==> config.mk <==
export PLATFORM = sky130hd
export DESIGN_NAME = mem_bus_bridge
export DESIGN_NICKNAME = d
export VERILOG_FILES = /design/src/rtl/mem_bus_pkg.sv /design/src/rtl/bus_addr_decode.sv /design/src/rtl/mem_bus_bridge.sv
export SDC_FILE = /design/constraint.sdc
export NUM_CORES = 1
export LEC_CHECK = 0
export BUFFER_PORTS_ARGS = -buffer_cell sky130_fd_sc_hd__buf_2
export CORE_MARGIN = 4
export CORE_UTILIZATION = 44
export DETAILED_ROUTE_END_ITERATION = 16
export GPL_TIMING_DRIVEN = 0
export HOLD_SLACK_MARGIN = 0.03
export PLACE_DENSITY = 0.91
export SLEW_MARGIN = 40
export SYNTH_ARGS = -nofsm -noshare
export SYNTH_HDL_FRONTEND = slang
export SYNTH_SLANG_ARGS = --single-unit
==> constraint.sdc <==
create_clock -name clk -period 2 [get_ports clk]
set_input_delay 0.2 -clock clk [delete_from_list [all_inputs] [get_ports clk]]
set_output_delay 0.2 -clock clk [all_outputs]
set_load 0.02 [all_outputs]
==> src/rtl/mem_bus_pkg.sv <==
// Shared encodings for the M-stage memory/device bridge: access widths,
// exception codes, FSM states and a width helper for device word offsets.
package mem_bus_pkg;

  localparam logic [1:0] WORD = 2'b00;
  localparam logic [1:0] HALF = 2'b01;
  localparam logic [1:0] BYTE = 2'b10;

  localparam logic [4:0] EXC_NONE = 5'd0;
  localparam logic [4:0] EXC_ADEL = 5'd4;
  localparam logic [4:0] EXC_ADES = 5'd5;
  localparam logic [4:0] EXC_DBE  = 5'd7;

  typedef enum logic [1:0] {
    IDLE = 2'd0,
    WAIT = 2'd1,
    DONE = 2'd2
  } bus_state_e;

  // A single-word window still needs a 1-bit offset port.
  function automatic int woff_width(input int span);
    return (span / 4 > 1) ? $clog2(span / 4) : 1;
  endfunction

endpackage

==> src/rtl/bus_addr_decode.sv <==
// Combinational address decoder: DM hit, one-hot device hit (lowest index
// wins on overlap) and the word offset inside the winning device window.
module bus_addr_decode
  import mem_bus_pkg::*;
#(
  parameter int                 NDEV     = 2,
  parameter logic [31:0]        DM_LIMIT = 32'h0000_3000,
  parameter logic [NDEV*32-1:0] DEV_BASE = {32'h0000_7F10, 32'h0000_7F00},
  parameter int                 DEV_SPAN = 12
) (
  input  logic [31:0]                         addr,
  output logic                                hit_dm,
  output logic [NDEV-1:0]                     hit_dev,
  output logic [woff_width(DEV_SPAN)-1:0]     woff
);

  localparam int WOFF_W = woff_width(DEV_SPAN);

  logic [31:0] base;
  logic        found;

  always_comb begin
    hit_dm  = (addr < DM_LIMIT);
    hit_dev = '0;
    woff    = '0;
    base    = '0;
    found   = 1'b0;
    for (int i = 0; i < NDEV; i++) begin
      base = DEV_BASE[i*32 +: 32];
      // 33-bit compare so a window ending at the top of memory cannot wrap.
      if (!found && ({1'b0, addr} >= {1'b0, base}) &&
          ({1'b0, addr} < ({1'b0, base} + 33'(DEV_SPAN)))) begin
        found      = 1'b1;
        hit_dev[i] = 1'b1;
        woff       = WOFF_W'((addr - base) >> 2);
      end
    end
  end

endmodule

==> src/rtl/mem_bus_bridge.sv <==
// M-stage load/store router: DM accesses complete in place, device accesses
// run a req/ack handshake that stalls the pipeline until ack or timeout.
module mem_bus_bridge
  import mem_bus_pkg::*;
#(
  parameter int                                NDEV        = 2,
  parameter logic [31:0]                       DM_LIMIT    = 32'h0000_3000,
  parameter logic [NDEV*32-1:0]                DEV_BASE    = {32'h0000_7F10, 32'h0000_7F00},
  parameter int                                DEV_SPAN    = 12,
  parameter logic [NDEV*(DEV_SPAN/4)-1:0]      DEV_RO_MASK = {3'b100, 3'b100},
  parameter int                                TIMEOUT     = 16
) (
  input  logic                 clk,
  input  logic                 reset,
  input  logic                 ld,
  input  logic                 st,
  input  logic [1:0]           width,
  input  logic [31:0]          addr,
  input  logic [31:0]          wdata,
  input  logic [4:0]           exc_in,
  input  logic                 int_req,
  output logic                 dm_we,
  output logic                 dm_hit,
  output logic                 pr_req,
  output logic [NDEV-1:0]      pr_sel,
  output logic                 pr_we,
  output logic [31:0]          pr_addr,
  output logic [31:0]          pr_wd,
  input  logic                 pr_ack,
  input  logic [NDEV*32-1:0]   pr_rd,
  output logic [31:0]          dev_rdata,
  output logic                 stall,
  output logic [4:0]           exc_code
);

  localparam int NW     = DEV_SPAN / 4;
  localparam int WOFF_W = woff_width(DEV_SPAN);
  localparam int CNT_W  = $clog2(TIMEOUT) + 1;

  bus_state_e        state_q, state_d;
  logic              req_q, req_d;
  logic [NDEV-1:0]   sel_q, sel_d;
  logic              we_q, we_d;
  logic [31:0]       addr_q, addr_d;
  logic [31:0]       wd_q, wd_d;
  logic [31:0]       rdata_q, rdata_d;
  logic [CNT_W-1:0]  cnt_q, cnt_d;
  logic              to_q, to_d;

  logic              hit_dm;
  logic [NDEV-1:0]   hit_dev;
  logic [WOFF_W-1:0] woff;
  logic              dev_hit;
  logic              ro_hit;
  logic              acc;
  logic [4:0]        bad_code;
  logic [4:0]        addr_exc;
  logic              clean;
  logic [31:0]       rd_sel;

  bus_addr_decode #(
    .NDEV     (NDEV),
    .DM_LIMIT (DM_LIMIT),
    .DEV_BASE (DEV_BASE),
    .DEV_SPAN (DEV_SPAN)
  ) u_decode (
    .addr    (addr),
    .hit_dm  (hit_dm),
    .hit_dev (hit_dev),
    .woff    (woff)
  );

  assign dev_hit  = |hit_dev;
  assign acc      = ld | st;
  assign bad_code = st ? EXC_ADES : EXC_ADEL;

  always_comb begin
    ro_hit = 1'b0;
    rd_sel = '0;
    for (int i = 0; i < NDEV; i++) begin
      if (hit_dev[i]) ro_hit = DEV_RO_MASK[i*NW + int'(woff)];
      if (sel_q[i])   rd_sel = pr_rd[i*32 +: 32];
    end
  end

  always_comb begin
    addr_exc = EXC_NONE;
    if (acc) begin
      if (!hit_dm && !dev_hit)
        addr_exc = bad_code;
      else if ((width == WORD && addr[1:0] != 2'b00) || (width == HALF && addr[0]))
        addr_exc = bad_code;
      else if (dev_hit && width != WORD)
        addr_exc = bad_code;
      else if (st && dev_hit && ro_hit)
        addr_exc = EXC_ADES;
    end
  end

  assign clean = (addr_exc == EXC_NONE) && (exc_in == EXC_NONE) && !int_req;

  always_comb begin
    state_d  = state_q;
    req_d    = req_q;
    sel_d    = sel_q;
    we_d     = we_q;
    addr_d   = addr_q;
    wd_d     = wd_q;
    rdata_d  = rdata_q;
    cnt_d    = cnt_q;
    to_d     = to_q;
    stall    = 1'b0;
    dm_we    = 1'b0;
    exc_code = exc_in;
    unique case (state_q)
      IDLE: begin
        if (exc_in == EXC_NONE) exc_code = addr_exc;
        dm_we = st & hit_dm & clean;
        if (acc && dev_hit && clean) begin
          stall   = 1'b1;
          req_d   = 1'b1;
          sel_d   = hit_dev;
          we_d    = st;
          addr_d  = addr;
          wd_d    = wdata;
          cnt_d   = '0;
          to_d    = 1'b0;
          state_d = WAIT;
        end
      end
      WAIT: begin
        stall = 1'b1;
        cnt_d = cnt_q + CNT_W'(1);
        // Ack is checked first so an ack on the last allowed cycle still succeeds.
        if (pr_ack) begin
          rdata_d = rd_sel;
          req_d   = 1'b0;
          state_d = DONE;
        end else if (cnt_q == CNT_W'(TIMEOUT - 1)) begin
          req_d   = 1'b0;
          to_d    = 1'b1;
          state_d = DONE;
        end
      end
      DONE: begin
        if (to_q) exc_code = EXC_DBE;
        state_d = IDLE;
      end
      default: state_d = IDLE;
    endcase
  end

  always_ff @(posedge clk) begin
    if (reset) begin
      state_q <= IDLE;
      req_q   <= 1'b0;
      sel_q   <= '0;
      we_q    <= 1'b0;
      addr_q  <= '0;
      wd_q    <= '0;
      rdata_q <= '0;
      cnt_q   <= '0;
      to_q    <= 1'b0;
    end else begin
      state_q <= state_d;
      req_q   <= req_d;
      sel_q   <= sel_d;
      we_q    <= we_d;
      addr_q  <= addr_d;
      wd_q    <= wd_d;
      rdata_q <= rdata_d;
      cnt_q   <= cnt_d;
      to_q    <= to_d;
    end
  end

  assign dm_hit    = hit_dm;
  assign pr_req    = req_q;
  assign pr_sel    = sel_q;
  assign pr_we     = we_q;
  assign pr_addr   = addr_q;
  assign pr_wd     = wd_q;
  assign dev_rdata = rdata_q;

endmodule

==> results.cfg <==
[outcome]
status = complete, but fails checks
violations = setup timing

[synth]
synthArstFlopShare = 0
synth.most_common_cell = dfxtp_1
syn_avg_cell_area_sq_um = 8.77
synth_top_area_share = 0.503
syn_area_sq_mm = 0.00430
synth_edf_count = 0
synth_nets = 633
ys_top_cells_by_count = 108 x dfxtp_1, 51 x a21oi_1, 45 x nor2_1, 40 x o21ai_0, 39 x nand3_1
ys.flop_type = dfxtp_1
synth_cells = 490
synth_cell_types = 42
synth_area_leaders = dfxtp_1 50%, a221oi_1 6.5%, a21oi_1 5.9%
synth_seq_cells = 108
yosysWarnings = 0
ys_seq_area_frac = 0.503
yosysTopAreaCell = dfxtp_1

[cts]
path_clk_slew_ns = 0.12
htreeDepth = 3
numCtsBuffers = 9
clock_sinks = 108
cts_tree = built
clock-root-buffer = clkbuf_8
insertion_delay_ns = 0.36
clockBufferDepth = 2

[setup_path]
critical_path_class = reg -> out
worst-path-max-fanout = 4
cp-end-kind = output port
arrival_ns = 1.92
required_ns = 1.80
worstSetupStartpointType = flip-flop

[floorplan]
die_w_um = 107
initial_core_util = 0.458
die_height_um = 107
die_area_sq_mm = 0.0114
num_rows = 35
io_pins = 249
coreArea_sq_mm = 0.00937

[sta]
skew_ns = 0.0105
tns_ns = -0.240
tightest_slew_ns = 0.716
hold_viol = 0
slew_violations = 0
rsz0062_at_grt = true
maxSlewHeadroom = 0.523
period_share = 1.06
fin_crit_ns = 2.12
setup_viol = 3
hold_slack_ns = 0.0694
layout_setup_ws_ns = -0.116
max_freq_ghz = 0.472

[drt]
via_count = 4692
drt-total-wl_um = 14000
viasPerCell = 5.25
drc = 0
wl_per_cell_um = 15.6
drtIter0Drc = 250
drtPass1Iterations = 4
ant_nets = 0

[power_and_ir_drop]
ir_drop_v = 0.000424
power.leakage_nw = 2.82
powerDensity_mw_per_mm2 = 616

[global_routing]
grt_util_all_layers = 0.232
grt-ovfl-total = 0
grt_start_max_net_pins = 23
first_global_vias = 4445
grt_pass1_wl_um = 21400
antenna_found_initial = 0

[layout]
drive_above_1_share = 0.407
area_growth_pct = 41.8
num_antenna_cells = 0
nets = 903
final_cells = 894

[placed_design]
place.gp.congestion = 0.886
portBuffers = 246
dp.cells = 865
dp_hpwl_um = 10900

[hold_path]
hold_class = in -> reg

[job]
maxCapViolations = 0
## timing repair
item                                    CTS  global route
cloned                                    0             0
buffers inserted                          9             4
gates resized for setup                  21             6
pin swaps                                 5             1
hold buffers                              0             0
endpoints found under the setup margin   54            39
## where the power goes
part           internal (mW)   switching [mW]
Clock                  0.513            0.843
Sequential              2.15  0.0000000000332
Combinational          0.127            0.120
Total                   2.79            0.963
## per-stage QoR
step | utilization | instance area, sq um | total power, mW | setup slack (ns)
after CTS | 0.645 | 6050 | 3.79 | -0.0992
after global routing | 0.650 | 6090 | 3.90 | -0.211
after detailed placement | 0.607 | 5690 | 2.43 | -0.334
final | 0.650 | 6090 | 3.75 | -0.116
after global placement | 0.607 | 5690 | 2.43 | -0.297
after floorplan | - | 4300 | 2.27 | 0.208
## path summary, 6_finish.rpt
kind | end | startpoint | slack, ns | cells past startpoint
max | dm_we | state_q[0] | -0.12 | 6
max reg2reg | pr_addr[17] | state_q[0] | 0.06 | 8
min reg2reg | pr_addr[31] | pr_addr[31] | 0.47 | 1
min | pr_wd[24] | wdata[24] | 0.07 | 3
## logic make-up after synthesis
kind of cell	Yosys count	share of synthesized area
AOI/OAI and AO/OA	143	0.208
adders and majority gates	2	0.00582
buffers and inverters	52	0.0591
DFF	108	0.503
and+or+nand+nor	185	0.224
## placed cells by master (no fill, tap or decap), types with 2 or more instances in the layout
cell type	n
a21oi_1	50
a21oi_2	2
a221oi_1	32
a31oi_1	3
and2_1	24
and3_1	4
buf_2	247
buf_4	16
buf_6	9
clkbuf_1	32
clkbuf_2	3
clkbuf_8	9
clkinv_8	3
dfxtp_1	106
ha_1	2
inv_1	4
inv_6	2
nand2_1	6
nand2b_1	2
nand3_1	39
nand3b_1	3
nand4_1	3
nor2_1	44
nor2b_1	6
nor3_1	36
nor3_4	2
nor4_1	3
nor4b_2	2
o211ai_1	5
o21a_1	2
o21ai_0	40
or2_2	2
or4_4	2
## final cells by class
| type | count | area, sq um |
|---|---|---|
| fillers | 871 | 3280 |
| flip-flops and latches | 108 | 2170 |
| multi-input cells | 330 | 1940 |
| repair buffers | 259 | 1350 |
| plain buffers | 48 | 246 |
| well taps | 129 | 161 |
| clock buffers | 9 | 124 |
| clock inverters | 7 | 91.3 |
| inverters | 4 | 15.0 |
## worst max-delay path, stage by stage, from the launching register on
cell	delay (ns)
dfxtp_4	0.36
or3_4	0.41
nor3_4	0.14
and4_1	0.23
buf_6	0.12
and3_4	0.18
buf_6	0.11
## per-layer routing
metal,track usage,part of all wire,vias up
li1,-,-,2316
met1,0.276,0.40,2166
met2,0.417,0.52,194
met3,0.0560,0.065,16
met4,0.0594,0.015,0
met5,0,0,-
## registers in the layout, indices dropped and copies added, names as in the netlist
signal     cells
cnt_q          5
dev_rdata     32
pr_addr       32
pr_req         1
pr_sel         2
pr_wd         32
pr_we          1
state_q        2
to_q           1
No activity file was read; power rests on OpenSTA's default activity.
